File: src/rtl/param_deser_pkg.sv
// -----------------------------------------------------------------------------
// param_deser_pkg
// Shared definitions for the parameterised stream deserializer:
//   deser_state_e : FILL (collecting subwords) / FULL (word presented to consumer)
//   idx_w()       : width of a subword index for a given subword count
// -----------------------------------------------------------------------------
package param_deser_pkg;

  typedef enum logic {
    FILL = 1'b0,
    FULL = 1'b1
  } deser_state_e;

  // Bits needed to address nsub subwords (never less than 1).
  function automatic int idx_w(input int nsub);
    return (nsub > 1) ? $clog2(nsub) : 1;
  endfunction

endpackage

File: src/rtl/param_stream_deserializer_if.sv
// -----------------------------------------------------------------------------
// param_stream_deserializer_if
// Subword input stream and assembled-word output stream of the deserializer.
//   in_val/in_rdy/in_data/in_last : narrow subword stream, LSB-first
//   out_val/out_rdy/out_data/out_nsub : assembled word plus subword count
// Modports:
//   master : the environment (drives subwords, accepts words)
//   slave  : the deserializer
// -----------------------------------------------------------------------------
interface param_stream_deserializer_if #(
  parameter int DATA_W = 32,
  parameter int SUB_W  = 4
);
  import param_deser_pkg::*;

  localparam int NSUB   = DATA_W / SUB_W;
  localparam int NSUB_W = idx_w(NSUB) + 1;

  logic              in_val;
  logic              in_rdy;
  logic [SUB_W-1:0]  in_data;
  logic              in_last;
  logic              out_val;
  logic              out_rdy;
  logic [DATA_W-1:0] out_data;
  logic [NSUB_W-1:0] out_nsub;

  modport master (
    output in_val, in_data, in_last, out_rdy,
    input  in_rdy, out_val, out_data, out_nsub
  );

  modport slave (
    input  in_val, in_data, in_last, out_rdy,
    output in_rdy, out_val, out_data, out_nsub
  );

endinterface

File: src/rtl/param_deser_subword_reg.sv
// -----------------------------------------------------------------------------
// param_deser_subword_reg
// One SUB_W-bit slice of the assembled word.
//   clk   : rising-edge clock
//   rst_n : asynchronous active-low reset, clears q
//   clr   : synchronous clear (takes priority over we)
//   we    : write enable
//   d/q   : data in / stored subword
// -----------------------------------------------------------------------------
module param_deser_subword_reg #(
  parameter int SUB_W = 4
) (
  input  logic             clk,
  input  logic             rst_n,
  input  logic             clr,
  input  logic             we,
  input  logic [SUB_W-1:0] d,
  output logic [SUB_W-1:0] q
);

  // NOTE: the storage itself sits on the async reset, so a reset mid-word
  // discards partial data without any reset term in the data-path mux.
  always_ff @(posedge clk or negedge rst_n) begin
    if (!rst_n) begin
      // NOTE: non-blocking assignments for all clocked state, so every
      // register samples pre-edge values regardless of evaluation order.
      q <= '0;
    end else if (clr) begin
      q <= '0;
    end else if (we) begin
      q <= d;
    end
  end

endmodule

File: src/rtl/param_stream_deserializer.sv
// -----------------------------------------------------------------------------
// param_stream_deserializer
// Assembles LSB-first SUB_W-bit subwords into DATA_W-bit words. A word ends
// after NSUB subwords or on in_last, in which case the remaining upper
// subwords are zero- or sign-filled (SIGN_EXT). While a word is presented,
// the first subword of the next one may be accepted in the same cycle the
// word drains.
//   clk   : rising-edge clock
//   reset : asynchronous active-low reset
//   flush : synchronous abort of the word in progress (clears out_data)
//   bus   : slave side of param_stream_deserializer_if
// -----------------------------------------------------------------------------
module param_stream_deserializer
  import param_deser_pkg::*;
#(
  parameter int DATA_W   = 32,
  parameter int SUB_W    = 4,
  parameter int SIGN_EXT = 0
) (
  input  logic clk,
  input  logic reset,
  input  logic flush,
  param_stream_deserializer_if.slave bus
);

  localparam int NSUB   = DATA_W / SUB_W;
  localparam int IDX_W  = idx_w(NSUB);
  localparam int NSUB_W = IDX_W + 1;
  localparam logic [IDX_W-1:0] LAST_IDX = IDX_W'(NSUB - 1);

  deser_state_e                  state_q, state_d;
  logic [IDX_W-1:0]              idx_q, idx_d;
  logic [NSUB_W-1:0]             nsub_q, nsub_d;
  logic [IDX_W-1:0]              wr_idx;
  logic                          in_xfer, out_xfer, word_done;
  logic [SUB_W-1:0]              fill;
  logic [NSUB-1:0][SUB_W-1:0]    sub_q;

  assign bus.out_val  = (state_q == FULL);
  // In FULL a new subword is only taken when the held word drains this cycle.
  assign bus.in_rdy   = reset & ~flush & ((state_q == FILL) | bus.out_rdy);
  assign bus.out_data = sub_q;
  assign bus.out_nsub = nsub_q;

  assign in_xfer   = bus.in_val & bus.in_rdy;
  assign out_xfer  = bus.out_val & bus.out_rdy & ~flush;
  // A subword accepted in FULL always starts the next word at index 0.
  assign wr_idx    = (state_q == FULL) ? '0 : idx_q;
  assign word_done = in_xfer & ((wr_idx == LAST_IDX) | bus.in_last);
  assign fill      = (SIGN_EXT != 0) ? {SUB_W{bus.in_data[SUB_W-1]}} : '0;

  // Each slice takes in_data at the write index, or the extension fill for
  // every slice above it when the word is terminated early.
  for (genvar j = 0; j < NSUB; j++) begin : g_sub
    localparam logic [IDX_W-1:0] J_IDX = IDX_W'(j);
    logic hit, ext;
    assign hit = (J_IDX == wr_idx);
    assign ext = bus.in_last & (J_IDX > wr_idx);

    param_deser_subword_reg #(.SUB_W(SUB_W)) u_reg (
      .clk   (clk),
      .rst_n (reset),
      .clr   (flush),
      .we    (in_xfer & (hit | ext)),
      .d     (hit ? bus.in_data : fill),
      .q     (sub_q[j])
    );
  end

  always_ff @(posedge clk or negedge reset) begin
    if (!reset) begin
      state_q <= FILL;
      idx_q   <= '0;
      nsub_q  <= '0;
    end else begin
      state_q <= state_d;
      idx_q   <= idx_d;
      nsub_q  <= nsub_d;
    end
  end

  // NOTE: every output of this block gets a default first, so no path
  // leaves a variable unassigned and no latch is inferred.
  always_comb begin
    state_d = state_q;
    idx_d   = idx_q;
    nsub_d  = nsub_q;

    if (flush) begin
      state_d = FILL;
      idx_d   = '0;
    end else begin
      unique case (state_q)
        FILL: begin
          if (word_done) begin
            state_d = FULL;
            idx_d   = '0;
          end else if (in_xfer) begin
            idx_d = idx_q + IDX_W'(1);
          end
        end
        FULL: begin
          if (word_done) begin
            // Drained and a one-subword word completed in the same cycle.
            state_d = FULL;
            idx_d   = '0;
          end else if (out_xfer) begin
            state_d = FILL;
            idx_d   = in_xfer ? IDX_W'(1) : '0;
          end
        end
        default: begin
          state_d = FILL;
          idx_d   = '0;
        end
      endcase
    end

    if (word_done) begin
      nsub_d = NSUB_W'(wr_idx) + NSUB_W'(1);
    end
  end

endmodule

File: src/flat_wrapper.sv
// flat-port wrapper written by rule: the top's interface ports become plain ports
module param_stream_deserializer_flat import param_deser_pkg::*;
#(
  parameter int DATA_W   = 32,
  parameter int SUB_W    = 4,
  parameter int SIGN_EXT = 0
)
  (clk, reset, flush, bus_in_val, bus_in_data, bus_in_last, bus_out_rdy, bus_in_rdy, bus_out_val, bus_out_data, bus_out_nsub);
  param_stream_deserializer_if #(.DATA_W(DATA_W), .SUB_W(SUB_W)) bus_i ();
  input  logic clk;
  input  logic reset;
  input  logic flush;
  input wire logic [$bits(bus_i.in_val)-1:0] bus_in_val;
  input wire logic [$bits(bus_i.in_data)-1:0] bus_in_data;
  input wire logic [$bits(bus_i.in_last)-1:0] bus_in_last;
  input wire logic [$bits(bus_i.out_rdy)-1:0] bus_out_rdy;
  output wire logic [$bits(bus_i.in_rdy)-1:0] bus_in_rdy;
  output wire logic [$bits(bus_i.out_val)-1:0] bus_out_val;
  output wire logic [$bits(bus_i.out_data)-1:0] bus_out_data;
  output wire logic [$bits(bus_i.out_nsub)-1:0] bus_out_nsub;
  assign bus_i.in_val = bus_in_val;
  assign bus_i.in_data = bus_in_data;
  assign bus_i.in_last = bus_in_last;
  assign bus_i.out_rdy = bus_out_rdy;
  assign bus_in_rdy = bus_i.in_rdy;
  assign bus_out_val = bus_i.out_val;
  assign bus_out_data = bus_i.out_data;
  assign bus_out_nsub = bus_i.out_nsub;
  param_stream_deserializer #(.DATA_W(DATA_W), .SUB_W(SUB_W), .SIGN_EXT(SIGN_EXT)) u_core (.clk(clk), .reset(reset), .flush(flush), .bus(bus_i));
endmodule
File: config.mk
export PLATFORM = sky130hd
export DESIGN_NAME = param_stream_deserializer_flat
export DESIGN_NICKNAME = d
export VERILOG_FILES = /design/src/rtl/param_deser_pkg.sv /design/src/rtl/param_stream_deserializer_if.sv /design/src/rtl/param_deser_subword_reg.sv /design/src/rtl/param_stream_deserializer.sv /design/src/flat_wrapper.sv
export SDC_FILE = /design/constraint.sdc
export NUM_CORES = 1
export LEC_CHECK = 0
export BUFFER_PORTS_ARGS = -buffer_cell sky130_fd_sc_hd__buf_2
export CAP_MARGIN = 25
export CORE_AREA = 2 2 73 75
export DETAILED_ROUTE_END_ITERATION = 8
export DIE_AREA = 0 0 75 77
export SLEW_MARGIN = 20
export SYNTH_ARGS = -nofsm -noshare
export SYNTH_HDL_FRONTEND = slang
export SYNTH_SLANG_ARGS = --single-unit
export TNS_END_PERCENT = 5
File: constraint.sdc
create_clock -name clk -period 4.36 [get_ports clk]
set_input_delay 0.218 -clock clk [delete_from_list [all_inputs] [get_ports clk]]
set_output_delay 0.218 -clock clk [all_outputs]
set_load 0.02 [all_outputs]
* Word-level counts from Yosys, hierarchy flattened *
Index checks and enable logic that the tools add are counted.
W data, S select, Z words.

word-level totals
  register bits after elaboration = 40
  output and inout port bits = 38

operators by class
  add/sub/neg operators = 2
  reductions and logical operators = 10
  bitwise operators = 34
  $lt $le $gt $ge = 8
  eq/ne operators = 10
  mux-type cells = 37

operators by type and width
  operator               number
  $mux W4                24
  $and A1 B1 Y1          22
  $mux W3                6
  $reduce_bool A2 Y1     8
  $eq A3 B3 Y1 const A   4
  $gt A3 B3 Y1 const A   4
  $or A1 B1 Y1           10
  $eq A2 B3 Y1 const A   2
  $gt A1 B3 Y1 const A   2
  $gt A2 B3 Y1 const A   2
  $pmux W3 S2            1
  $mux W1                5
  $add A3 B1 Y4 const B  1
  $ne A4 B2 Y1 const B   1
  $ne A4 B4 Y1 const B   1
  $add A3 B1 Y3 const B  1
  $eq A1 B3 Y1 const A   1
  $eq A3 B3 Y1 const B   1
  $logic_not A3 Y1       1
  $not A1 Y1             2
  $pmux W1 S2            1
  $reduce_and A2 Y1      1

* Depth between registers and ports, before layout *
  word-level depth = 9
  depth in mapped cells = 7
  gate-level depth less buffers = 6

* Hierarchy *
From an unflattened synthesis, not the netlist that was laid out.

second synthesis, totals
  cell total of the unflattened synthesis = 218
  area, all modules = 2188.3 um^2

modules (own cells, without submodules)
  module                     area each (um^2)  cells each  times used
  param_deser_subword_reg    160.2             13          8
  param_stream_deserializer  907.1             114         1

* Worst setup path after synthesis *
No wires, ideal clock.

  kind = reg-to-reg
  from = reg u_core.state_q, in the netlist u_core.bus.out_val
  to = reg u_core.g_sub[0].u_reg.q[3]
  stages on the path, launching flop included = 8
  setup slack = 2.487 ns
  period minus slack after synthesis = 1.873 ns
  path buffers = 1
  setup time = 0.121 ns
  arrival = 1.752 ns
  data required time = 4.239 ns
  path through = dfrtp_1 clkbuf_1 nand2b_1 ha_1 o21ba_2 o21ai_0 a31oi_1 a22o_1

between the ends
  cells in the longest elaborated chain, start to end = 6

RTL lines
  element                                        line                                                              RTL
  start, declared                                param_stream_deserializer.sv:31                                   deser_state_e state_q, state_d;
  start signal, assigned                         param_stream_deserializer.sv:76                                   state_q <= state_d;
  $mux W3 or $not A1 Y1 (tied branches)          param_stream_deserializer.sv:48, param_stream_deserializer.sv:41
  $gt A1 B3 Y1 or $or A1 B1 Y1 (tied branches)   param_stream_deserializer.sv:58, param_stream_deserializer.sv:41
  $and A1 B1 Y1 (on tied branches)               param_stream_deserializer.sv:58, param_stream_deserializer.sv:41
  $or A1 B1 Y1 or $and A1 B1 Y1 (tied branches)  param_stream_deserializer.sv:64, param_stream_deserializer.sv:45
  $and A1 B1 Y1                                  param_stream_deserializer.sv:64                                   .we (in_xfer & (hit | ext)),
  $reduce_bool A2 Y1 (no line)                   --
  end signal, assigned                           param_deser_subword_reg.sv:27                                     q <= '0;
  end signal, assigned                           param_deser_subword_reg.sv:29                                     q <= '0;
  end signal, assigned                           param_deser_subword_reg.sv:31                                     q <= d;
  end, declared                                  param_deser_subword_reg.sv:18                                     output logic [SUB_W-1:0] q

Several ways; a longest one is shown, not always the timed one. The select of a mux whose other input is x is not followed.
A chain may end at the register's enable or synchronous reset.

* Worst setup path in the final report *
  from = in reset
  to = reg u_core.idx_q[1]

between the ends
  cells in the longest elaborated chain, start to end = 7

RTL lines
  element                         line                                                               RTL
  start, declared                 flat_wrapper.sv:11                                                 input logic reset;
  $and A1 B1 Y1 (*) (2 in a row)  param_stream_deserializer.sv:41                                    assign bus.in_rdy = reset & ~flush & ((state_q == FILL) | bus.out_rdy);
  $and A1 B1 Y1 (*)               param_stream_deserializer.sv:45                                    assign in_xfer = bus.in_val & bus.in_rdy;
  $and A1 B1 Y1                   param_stream_deserializer.sv:49                                    assign word_done = in_xfer & ((wr_idx == LAST_IDX) | bus.in_last);
  $mux W3 (on tied branches)      param_stream_deserializer.sv:103, param_stream_deserializer.sv:95
  $pmux W3 S2                     param_stream_deserializer.sv:93                                    unique case (state_q)
  $mux W3                         param_stream_deserializer.sv:89                                    if (flush) begin
  end signal, assigned            param_stream_deserializer.sv:77                                    idx_q <= idx_d;
  end, declared                   param_stream_deserializer.sv:32                                    logic [IDX_W-1:0] idx_q, idx_d;

Every way passes the cells marked *; elsewhere a longest branch is shown, timed or not.

==> summary.md <==
| Metric | Value |
|---|---|
| Status | `finished clean` |
| Setup TNS | `0 ns` |
| Design area | `0.00228 mm^2` |
| Synth area leaders | `dfrtp_1 54%, a22o_1 6.1%, o2bb2ai_1 5.6%` |
| Non-filler cells, final | `285` |
| Number of global-route vias before repair | `between 1k and 1.5k` |
| Core region area | `0.00498 mm^2` |
| Hold EP | `u_core.g_sub[7].u_reg.q[0]$_DFFE_PN0P_` |
| Lkg Pwr | `around 1.2 nW` |
| Total track usage | `around 17%` |
| Crit share post-route | `53.1%` |
| Diodes inserted | `0` |
| Hold WC Path Type | `input port to flop` |
| CP endpoint kind | `flop` |
| R2R setup slack | `between 2 and 2.5 ns` |
| Crit start category | `input port` |
| Max cap viols | `0` |
| Total wire length | `4480 um` |
| Row cnt | `26` |
| Worst-margin pin slew | `about 0.78 ns` |
| Reg2Reg Capture Point | `u_core.idx_q[1]$_DFFE_PN0P_` |
| Clk root buf | `clkbuf_8` |
| Peak supply drop | `0.000175 V` |
| Hold Vio Cnt, Final | `0` |
| Post-synth top area share | `~54%` |
| Die area | `0.00578 mm^2` |
| RSZ-0062 raised after global routing | `no` |
| Fin crit period | `2.31 ns` |
| Initial antenna violation count | `0` |
| Clk Latency, worst-skew pair | `roughly 0.3 ns` |
| H-tree depth | `2` |
| CTS Buf Count | `5` |
| Pwr Density | `334 mW/mm^2` |
| Worst Reg2Reg Path Length in Cells | `4` |
| Number of synthesized flops with an enable pin | `0` |
| DRT iter0 DRCs | `89` |
| Grt ovf | `0` |
| FF-to-FF Start | `u_core.idx_q[2]$_DFFE_PN0P_` |
| Min-delay src | `bus_in_data[0]` |
| CTS clock-pin slew for the worst setup and hold paths | `about 0.08 ns` |
| Final Net Count | `226` |
| Starting density of the core | `37.4%` |
| Largest net degree at the start of global routing | `45` |
| Hold path depth | `3` |
| Max-slew violations | `0` |
| CP max FO | `44` |
| CTS tree | `built` |
| Seq/Total Area, Yosys | `a little over half` |
| GPL Wtd Cong | `0.865` |
| CTS sink cnt | `40` |
| CTS max path bufs | `2` |
| DPL Wire Length | `3250 um` |
| Setup violations, final | `0` |
| Biggest area consumer among synthesized cells | `dfrtp_1` |
| Synthesized cell area | `around 0.0019 mm^2` |
| # placed instances | `276` |
| Max Freq | `about 430 MHz` |
| Net Count, Synth | `177` |
| Share of cells above drive strength 1 | `32.1%` |
| First drt pass iteration count | `4` |
| Rel. slew slack | `between 40% and 50%` |
| I/O Buffers | `47` |
| Top FF cell, synth | `dfrtp_1` |
| Worst Path Arrival | `2.51 ns` |
| Synth Area per Inst | `11.3 um^2` |
| Post-route antenna net violation count | `0` |
| First-pass GRT wire length | `around 7300 um` |
| Die height | `approximately 77 um` |
| Mapped Cells | `~170` |
| WS Path Type | `input port to flop` |
| P&R area growth vs syn | `22.6%` |
| Core Util, Final | `45.9%` |
| Wire length per cell | `around 16 um` |
| Synthesis Warnings | `0` |
| Placed Area | `approximately 0.0022 mm^2` |
| I/O Pins | `48` |
| Total number of vias | `approximately 1.5k` |
| DIE WIDTH | `around 75 um` |
| WP data required | `4.55 ns` |
| Synth cell types | `47` |
| # DRC | `0` |
| Layout Skew | `0.00784 ns` |
| FF+latch count, synth | `40` |
| Async SR Flop Fraction | `100%` |
| Vias/cell | `roughly 5.2` |
## flip-flops by register name, summed over array words and instances, names as in the netlist
signal                cells
u_core.g_sub.u_reg.q     32
u_core.bus.out_nsub       4
u_core.idx_q              3
u_core.bus.out_val        1
## cell usage in the layout (no fill, tap or decap), types with 5 or more instances in the layout
master | synthesis | layout
dfrtp_1 | 40 | 40
nor2_1 | 10 | 10
clkbuf_8 | 0 | 5
nor2b_1 | 5 | 5
buf_2 | 1 | 47
o2bb2ai_1 | 12 | 12
nand2b_1 | 5 | 5
nand2_1 | 9 | 9
a21oi_1 | 7 | 7
a22o_1 | 13 | 13
## cell type report
class,count,area [um^2]
Sequential cell,40,1000
Clock buffer,5,68.8
Tap cell,70,87.6
Fill cell,487,2690
Multi-Input combinational cell,113,805
Inverter,4,15.0
Timing Repair Buffer,50,260
Clock inverter,3,47.5
## per-stage QoR
stage / hold slack [ns] / setup slack [ns] / power, mW
CTS: 0.198 / 2.01 / 0.774
finish: 0.201 / 2.05 / 0.763
global route: 0.222 / 1.76 / 0.796
detailed placement: 0.322 / 2.23 / 0.461
global placement: 0.321 / 2.27 / 0.461
floorplan: -0.0776 / 2.49 / 0.430
## critical path: stages
cell,delay [ns]
dlygate4sd3_1,0.52
buf_2,0.09
buf_4,0.42
nand2_1,0.22
a2111o_1,0.50
and3_4,0.25
a32o_1,0.24
## cells in the mapped netlist (all sizes together), types with 2 or more instances
master / instances
a31oi: 3
nor2: 10
inv: 4
mux2: 3
a21oi: 7
a22oi: 4
o21ai: 3
o2bb2ai: 12
a22o: 13
nand3: 2
nand2b: 5
and3: 3
buf: 4
a21o: 2
nor2b: 5
nand3b: 2
a31o: 4
clkbuf: 4
dfrtp: 40
nor3: 3
nand2: 9
ha: 2
## worst max path at each step
stage | start | endpoint | slack [ns] | depth (start not counted)
after detailed placement | reset | u_core.idx_q[1]$_DFFE_PN0P_ | 2.23 | 6
after global placement | reset | u_core.idx_q[1]$_DFFE_PN0P_ | 2.27 | 6
after CTS | reset | u_core.idx_q[1]$_DFFE_PN0P_ | 2.01 | 7
after floorplan | u_core.bus.out_val$_DFF_PN0_ | u_core.g_sub[0].u_reg.q[3]$_DFFE_PN0P_ | 2.49 | 7
after global routing | reset | u_core.g_sub[2].u_reg.q[0]$_DFFE_PN0P_ | 1.76 | 8
final | reset | u_core.idx_q[1]$_DFFE_PN0P_ | 2.05 | 7
## kinds of logic (layout without fill, tap and decap cells)
logic type | after synthesis | in the layout | share of synthesized area [%]
buf+inv | 12 | 62 | 3.09
xor+xnor | 1 | 1 | 0.470
compound gates | 57 | 57 | 24.0
flops | 40 | 40 | 53.7
simple gates | 50 | 50 | 15.5
fa+ha+maj | 2 | 2 | 1.34
mux | 3 | 3 | 1.81
## per-layer routing
layer / up-vias / share of wire (%) / wire, um / GRT usage (%)
met4: 0 / 3.0 / 134 / 7.32
met5: - / 0 / 0 / 0
met2: 55 / 44 / 1950 / 23.2
li1: 729 / - / - / -
met1: 697 / 48 / 2150 / 24.3
met3: 13 / 5.3 / 239 / 4.86
## timing repair
| action | CTS | global route |
|---|---|---|
| endpoints found under the hold margin | 34 | 0 |
| resized for setup | 0 | 0 |
| setup buffers | 0 | 0 |
| hold buffers | 1 | 0 |
## power breakdown
part | internal [mW] | switching [mW]
clock | 0.172 | 0.137
sequential | 0.377 | 0.00645
combinational | 0.0238 | 0.0461
total | 0.573 | 0.190
No activity file was read; power rests on OpenSTA's default activity.
